File: src/rtl/sqrt_pkg.sv
// Shared types and widths for the square-root unit and its RMS feeder.
package sqrt_pkg;

  // Feeder sequencing: gather a block, kick the root unit, wait for its answer.
  typedef enum logic [1:0] {
    ACCUM  = 2'd0,
    LAUNCH = 2'd1,
    WAIT   = 2'd2
  } rms_state_t;

  localparam int SMPL_W = 8;   // signed sample width
  localparam int SQ_W   = 15;  // unsigned square of a sample, max 16384
  localparam int OP_W   = 16;  // root-unit operand width
  localparam int ROOT_W = 8;   // root-unit result width

endpackage : sqrt_pkg

File: src/rtl/rms_accum.sv
// Block mean-square accumulator feeding the square-root unit, and RMS
// result collector. Sums squares of 2^L_SAMP samples, launches the root
// unit on the floor mean, and republishes the root with a one-cycle valid.
module rms_accum
  import sqrt_pkg::*;
#(
  parameter int L_SAMP = 4
) (
  input  logic              clk,
  input  logic              rst,
  input  logic [SMPL_W-1:0] smpl,
  input  logic              smpl_vld,
  output logic              busy,
  output logic              sq_go,
  output logic [OP_W-1:0]   sq_op,
  input  logic [ROOT_W-1:0] sq_result,
  input  logic              sq_done,
  input  logic              sq_err,
  output logic [ROOT_W-1:0] rms,
  output logic              rms_vld,
  output logic              rms_err,
  output logic              ovr
);

  // Accumulator is wide enough for N squares of 16384, so it never wraps.
  localparam int ACC_W = SQ_W + L_SAMP;
  // A zero-width counter is illegal, so a single-sample block still gets one bit.
  localparam int CNT_W = (L_SAMP > 0) ? L_SAMP : 1;
  localparam logic [CNT_W-1:0] CNT_LAST = CNT_W'((1 << L_SAMP) - 1);

  rms_state_t        state_q, state_d;
  logic [ACC_W-1:0]  acc_q, acc_d;
  logic [CNT_W-1:0]  cnt_q, cnt_d;
  logic [OP_W-1:0]   op_q, op_d;
  logic              go_q, go_d;
  logic              busy_q, busy_d;
  logic [ROOT_W-1:0] rms_q, rms_d;
  logic              rms_vld_q, rms_vld_d;
  logic              rms_err_q, rms_err_d;
  logic              ovr_q, ovr_d;

  logic signed [2*SMPL_W-1:0] prod;
  logic [SQ_W-1:0]            sq;
  logic [ACC_W-1:0]           sum;
  logic                       accept;
  logic                       last;

  // Square of the signed sample; the result is non-negative and fits 15 bits.
  assign prod = $signed(smpl) * $signed(smpl);
  assign sq   = SQ_W'(prod);
  assign sum  = acc_q + ACC_W'(sq);

  // Samples are only taken in ACCUM; anything else while busy is an overrun.
  assign accept = smpl_vld && (state_q == ACCUM);
  assign last   = accept && (cnt_q == CNT_LAST);

  // State register.
  always_ff @(posedge clk) begin
    if (rst) begin
      state_q <= ACCUM;
    end else begin
      state_q <= state_d;
    end
  end

  // Next-state decode. LAUNCH never looks at sq_done: it may still be high
  // from the previous operation until the root unit sees the new go.
  always_comb begin
    state_d = state_q;
    unique case (state_q)
      ACCUM:   if (last) state_d = LAUNCH;
      LAUNCH:  state_d = WAIT;
      WAIT:    if (sq_done) state_d = ACCUM;
      default: state_d = ACCUM;
    endcase
  end

  // Datapath and output next values; every output is registered.
  always_comb begin
    acc_d     = acc_q;
    cnt_d     = cnt_q;
    op_d      = op_q;
    rms_d     = rms_q;
    rms_err_d = rms_err_q;
    rms_vld_d = 1'b0;
    go_d      = (state_d == LAUNCH);
    busy_d    = (state_d != ACCUM);
    ovr_d     = ovr_q | (smpl_vld && (state_q != ACCUM));
    unique case (state_q)
      ACCUM: begin
        if (accept) begin
          acc_d = sum;
          cnt_d = cnt_q + CNT_W'(1);
          if (last) begin
            // Floor mean of the completed block, including this sample.
            cnt_d = '0;
            op_d  = {1'b0, SQ_W'(sum >> L_SAMP)};
          end
        end
      end
      LAUNCH: begin
      end
      WAIT: begin
        if (sq_done) begin
          rms_d     = sq_result;
          rms_err_d = sq_err;
          rms_vld_d = 1'b1;
          acc_d     = '0;
          cnt_d     = '0;
        end
      end
      default: begin
        acc_d = '0;
        cnt_d = '0;
      end
    endcase
  end

  // Datapath and output registers.
  always_ff @(posedge clk) begin
    if (rst) begin
      acc_q     <= '0;
      cnt_q     <= '0;
      op_q      <= '0;
      go_q      <= 1'b0;
      busy_q    <= 1'b0;
      rms_q     <= '0;
      rms_vld_q <= 1'b0;
      rms_err_q <= 1'b0;
      ovr_q     <= 1'b0;
    end else begin
      acc_q     <= acc_d;
      cnt_q     <= cnt_d;
      op_q      <= op_d;
      go_q      <= go_d;
      busy_q    <= busy_d;
      rms_q     <= rms_d;
      rms_vld_q <= rms_vld_d;
      rms_err_q <= rms_err_d;
      ovr_q     <= ovr_d;
    end
  end

  assign busy    = busy_q;
  assign sq_go   = go_q;
  assign sq_op   = op_q;
  assign rms     = rms_q;
  assign rms_vld = rms_vld_q;
  assign rms_err = rms_err_q;
  assign ovr     = ovr_q;

endmodule : rms_accum

File: config.mk
export PLATFORM = sky130hd
export DESIGN_NAME = rms_accum
export DESIGN_NICKNAME = d
export VERILOG_FILES = /design/src/rtl/sqrt_pkg.sv /design/src/rtl/rms_accum.sv
export SDC_FILE = /design/constraint.sdc
export NUM_CORES = 1
export LEC_CHECK = 0
export CAP_MARGIN = 40
export CELL_PAD_IN_SITES_DETAIL_PLACEMENT = 1
export CELL_PAD_IN_SITES_GLOBAL_PLACEMENT = 2
export CORE_MARGIN = 1.5
export CORE_UTILIZATION = 32
export DETAILED_ROUTE_END_ITERATION = 16
export PLACE_DENSITY = 0.75
export SYNTH_ARGS = -nofsm -noshare
export SYNTH_HDL_FRONTEND = slang
export SYNTH_SLANG_ARGS = --single-unit
File: constraint.sdc
create_clock -name clk -period 6.4 [get_ports clk]
set_input_delay 1.28 -clock clk [delete_from_list [all_inputs] [get_ports clk]]
set_output_delay 1.28 -clock clk [all_outputs]
set_load 0.05 [all_outputs]
==> flow_metrics.py <==
metrics = {
    "status": {
        "run_status": "finished clean",
    },
    "sta": {
        "timing_max_transition_violations_final": 0,
        "achievable-frequency_mhz": 162,
        "timing.final.setup_violations": 0,
        "post-route-period-util_pct": 96.3,
        "worst_slew_margin_rel_pct": 43.6,
        "fin_crit_ns": 6.16,
        "layout_setup_ws_ns": 0.238,
        "finClkSkew_ns": 0.00877,
        "finalHoldViolCount": 0,
        "max_slew.worst_pin.slew_ns": 0.843,
    },
    "placed_design": {
        "gp_routability_congestion": 0.898,
        "place.detailed.hpwl_um": 10600,
        "numPlacedInstances": 852,
        "place_worst_setup_slack_ns": -0.760,
        "detailed_place.area_mm2": 0.00603,
        "port_buffers": 48,
    },
    "die": {
        "floorplan.die.height_um": 125,
        "design.die.area_mm2": 0.0156,
        "floorplan.core_area_mm2": 0.0145,
        "floorplan.initialDensity_pct": 32.7,
        "placementRows": 44,
        "horizontal_extent_of_the_die_um": 125,
        "count_of_boundary_i_o_pins": 50,
    },
    "cells_and_area": {
        "count_of_fill_cells_added_during_filler_insertion": 1720,
        "final_cell_count_no_fill": 875,
        "syn2layout_area_growth_pct": 38.5,
        "n_antenna_cell": 0,
        "seqCellArea_mm2": 0.00106,
        "final_layout_size_suffix_gt1_share_pct": 26.5,
        "final_net_count": 792,
        "area_used_by_multi_input_combinational_logic_mm2": 0.00364,
        "stdcell_area_mm2": 0.00659,
    },
    "synthesis": {
        "syn_inst": 560,
        "count_of_flip_flops_with_a_built_in_enable_after_synthesis": 0,
        "post_synth_xor_area_fraction_pct": 6.08,
        "muxShareOfSynthArea_pct": 2.55,
        "synth_top_area_cell": "sky130_fd_sc_hd__dfxtp_1",
        "ys_ff_latch": 53,
        "synth_compound_area_share_pct": 15.3,
        "synth-adder-area-share_pct": 27.5,
        "seq_area_frac_synth_pct": 22.3,
        "netlist.area_leader.share_pct": 22.3,
        "syn_avg_cell_area_um2": 8.49,
        "synth.top_cells.by_area": "sky130_fd_sc_hd__dfxtp_1 22%, sky130_fd_sc_hd__fa_1 16%, sky130_fd_sc_hd__ha_1 11%",
        "synthSimpleGateAreaFrac_pct": 18.3,
        "postSynth.topFlopCell": "sky130_fd_sc_hd__dfxtp_1",
        "synthesis.yosys.warnings": 0,
        "synth_cell_types": 59,
        "synth_top_family_by_area": "adder cells",
        "async_reset_ff_share_pct": 0,
        "postSynthNetCount": 662,
        "mappedNetlistArea_mm2": 0.00476,
    },
    "global_routing": {
        "grt_antenna_before_repair": 0,
        "grt_pass1_wl_um": 22800,
        "overflow": 0,
        "grt_use_total_pct": 17.9,
        "largest_net_degree_at_the_start_of_global_routing": 27,
        "first_global_vias": 4740,
    },
    "worst_setup_path": {
        "timing_worst_setup_path_type": "input pin to flop",
        "critical_path.startpoint_type": "input pin",
        "worstReg2RegStart": "acc_q[0]",
        "reg2reg_slack_ns": 3.87,
        "worstRegToRegCells": 9,
        "regToRegEndpoint": "acc_q[16]",
        "crit_end": "acc_q[17]",
        "cp_data_required_time_ns": 6.64,
        "worst-endpoint-arrival_ns": 6.41,
        "worst-path-max-fanout": 8,
        "worst_setup_path_startpoint": "smpl[6]",
        "worstSetupEndpointType": "flop",
    },
    "detailed_routing": {
        "detailedRoute.firstIterationViolations": 187,
        "totalWireLength_um": 13600,
        "post-route-drc-count": 0,
        "final_antenna_net_count": 0,
        "detail_route.first_pass.iterations": 4,
        "route.detailed.vias_per_inst": 5.02,
        "avgRoutedWirePerCell_um": 15.5,
        "route.vias.total": 4392,
    },
    "clocking": {
        "cts_hold_buf": 0,
        "clockBufferDepth": 2,
        "tritoncts_sink_count": 53,
        "worstSkewPairLatency_ns": 0.31,
        "clockRootBuffer": "sky130_fd_sc_hd__clkbuf_16",
        "tritoncts.num_buffers": 5,
        "cts_tree": "built",
        "htree_num_levels": 2,
        "clkTransAtPathRegs_ns": 0.08,
    },
    "pwr": {
        "power.density_cell_area_mw_per_mm2": 572,
        "cellLeakagePower_nw": 3.00,
        "max_ir_drop_vdd_mv": 0.345,
    },
    "min_path": {
        "holdCritPathClass": "flop to flop",
    },
    "job": {
        "drv.max_cap_violation_count": 0,
    },
}
[metal layers]
layer  GRT usage (%)  vias up  routed length [µm]
li1                -     2132                   -
met3            2.41       18                 466
met2            33.4       73                7200
met5               0        -                   0
met4            6.02        0                 308
met1            21.1     2169                5620
[worst max-delay path, cell delays in order]
cell and delay (ns):
sky130_fd_sc_hd__clkbuf_2 0.09, sky130_fd_sc_hd__buf_6 0.13, sky130_fd_sc_hd__buf_6 0.12, sky130_fd_sc_hd__inv_4 0.05
sky130_fd_sc_hd__nor2_4 0.03, sky130_fd_sc_hd__buf_6 0.12, sky130_fd_sc_hd__fa_1 0.49, sky130_fd_sc_hd__fa_2 0.42
sky130_fd_sc_hd__fa_1 0.55, sky130_fd_sc_hd__inv_2 0.04, sky130_fd_sc_hd__fa_1 0.51, sky130_fd_sc_hd__inv_2 0.05
sky130_fd_sc_hd__ha_4 0.23, sky130_fd_sc_hd__or2_4 0.24, sky130_fd_sc_hd__o31a_1 0.11, sky130_fd_sc_hd__a31o_2 0.24
sky130_fd_sc_hd__a21oi_2 0.17, sky130_fd_sc_hd__xnor2_2 0.17, sky130_fd_sc_hd__ha_4 0.27, sky130_fd_sc_hd__a211oi_4 0.27
sky130_fd_sc_hd__o31ai_4 0.10, sky130_fd_sc_hd__o21ai_1 0.07, sky130_fd_sc_hd__and3_1 0.19, sky130_fd_sc_hd__buf_6 0.13
sky130_fd_sc_hd__buf_4 0.10, sky130_fd_sc_hd__o21ai_1 0.05, sky130_fd_sc_hd__a2bb2oi_1 0.18
[layout make-up]
class / instances / area share, %
clock buffers: 7 / 2.32
repair buffers: 147 / 18.5
well taps: 184 / 3.49
flip-flops and latches: 53 / 16.1
multi-input cells: 411 / 55.3
inverters: 72 / 4.14
clock inverters: 1 / 0.133
[cells in the final DEF, fill, tap and decap left out, types with 7 or more instances in the layout]
master / count
sky130_fd_sc_hd__buf_4: 94
sky130_fd_sc_hd__inv_1: 61
sky130_fd_sc_hd__dfxtp_1: 53
sky130_fd_sc_hd__nor2_1: 43
sky130_fd_sc_hd__clkdlybuf4s50_1: 40
sky130_fd_sc_hd__nand2_1: 39
sky130_fd_sc_hd__fa_1: 36
sky130_fd_sc_hd__ha_1: 32
sky130_fd_sc_hd__a21oi_1: 29
sky130_fd_sc_hd__xnor2_1: 21
sky130_fd_sc_hd__o21ai_0: 15
sky130_fd_sc_hd__and2_1: 14
sky130_fd_sc_hd__nand3_1: 14
sky130_fd_sc_hd__mux2i_1: 11
sky130_fd_sc_hd__inv_2: 10
sky130_fd_sc_hd__nor3_1: 9
sky130_fd_sc_hd__xor2_1: 8
sky130_fd_sc_hd__ha_4: 8
sky130_fd_sc_hd__a21o_1: 7
[per-stage QoR]
stage               hold slack, ns  setup TNS, ns  util, %  power, mW
floorplan                    0.432              0        -       1.94
global placement             0.443          -8.47     41.4       2.87
detailed placement           0.450         -10.07     41.5       2.93
CTS                          0.460              0     44.3       3.53
global route                 0.477       -0.00369     45.3       4.10
finish                       0.458              0     45.3       3.77
[power by group]
part           internal (mW)  leakage (nW)  total [mW]  switching [mW]
clock network          0.168        0.0805       0.306           0.137
registers              0.361         0.430       0.382          0.0212
logic                   1.55          2.49        3.08            1.53
total                   2.08          3.00        3.77            1.69
[state kept, by name, indices dropped and copies added, names as in the netlist]
signal   count
state_q      2
busy         1
sq_op       15
cnt_q        4
sq_go        1
rms_vld      1
ovr          1
acc_q       19
rms          8
rms_err      1
[what timing repair did]
action | in CTS | in global routing
resized for setup | 62 | 47
setup buffers | 5 | 10
pin swaps | 40 | 40
setup endpoints to repair | 16 | 13
gates cloned | 0 | 0
[cell families (layout without fill, tap and decap cells)]
group | after synthesis | in the layout
flip-flops | 53 | 53
adder cells (fa/ha/maj) | 81 | 81
AND/OR/NAND/NOR | 175 | 175
other | 1 | 1
buffers and inverters | 96 | 227
AO/OA/AOI/OAI | 109 | 109
multiplexers | 12 | 12
XOR/XNOR | 33 | 33
[synth_stat cells (11+ instances only)]
cell / count
sky130_fd_sc_hd__fa_1: 39
sky130_fd_sc_hd__ha_1: 42
sky130_fd_sc_hd__nand3_1: 14
sky130_fd_sc_hd__clkbuf_1: 19
sky130_fd_sc_hd__nand2_1: 45
sky130_fd_sc_hd__and2_1: 16
sky130_fd_sc_hd__a21oi_1: 33
sky130_fd_sc_hd__o21ai_0: 19
sky130_fd_sc_hd__nor2_1: 45
sky130_fd_sc_hd__dfxtp_1: 53
sky130_fd_sc_hd__inv_1: 72
sky130_fd_sc_hd__mux2i_1: 11
sky130_fd_sc_hd__xnor2_1: 25
[how the worst min path moves through the flow]
stage / startpoint / end / slack (ns) / depth (start not counted)
floorplan: acc_q[10] / acc_q[10] / 0.43 / 2
global placement: sq_op[5] / sq_op[5] / 0.44 / 2
detailed placement: sq_op[5] / sq_op[5] / 0.45 / 2
CTS: sq_op[5] / sq_op[5] / 0.46 / 2
global route: sq_op[5] / sq_op[5] / 0.48 / 2
finish: sq_op[5] / sq_op[5] / 0.46 / 2
(Power assumes the default switching activity.)
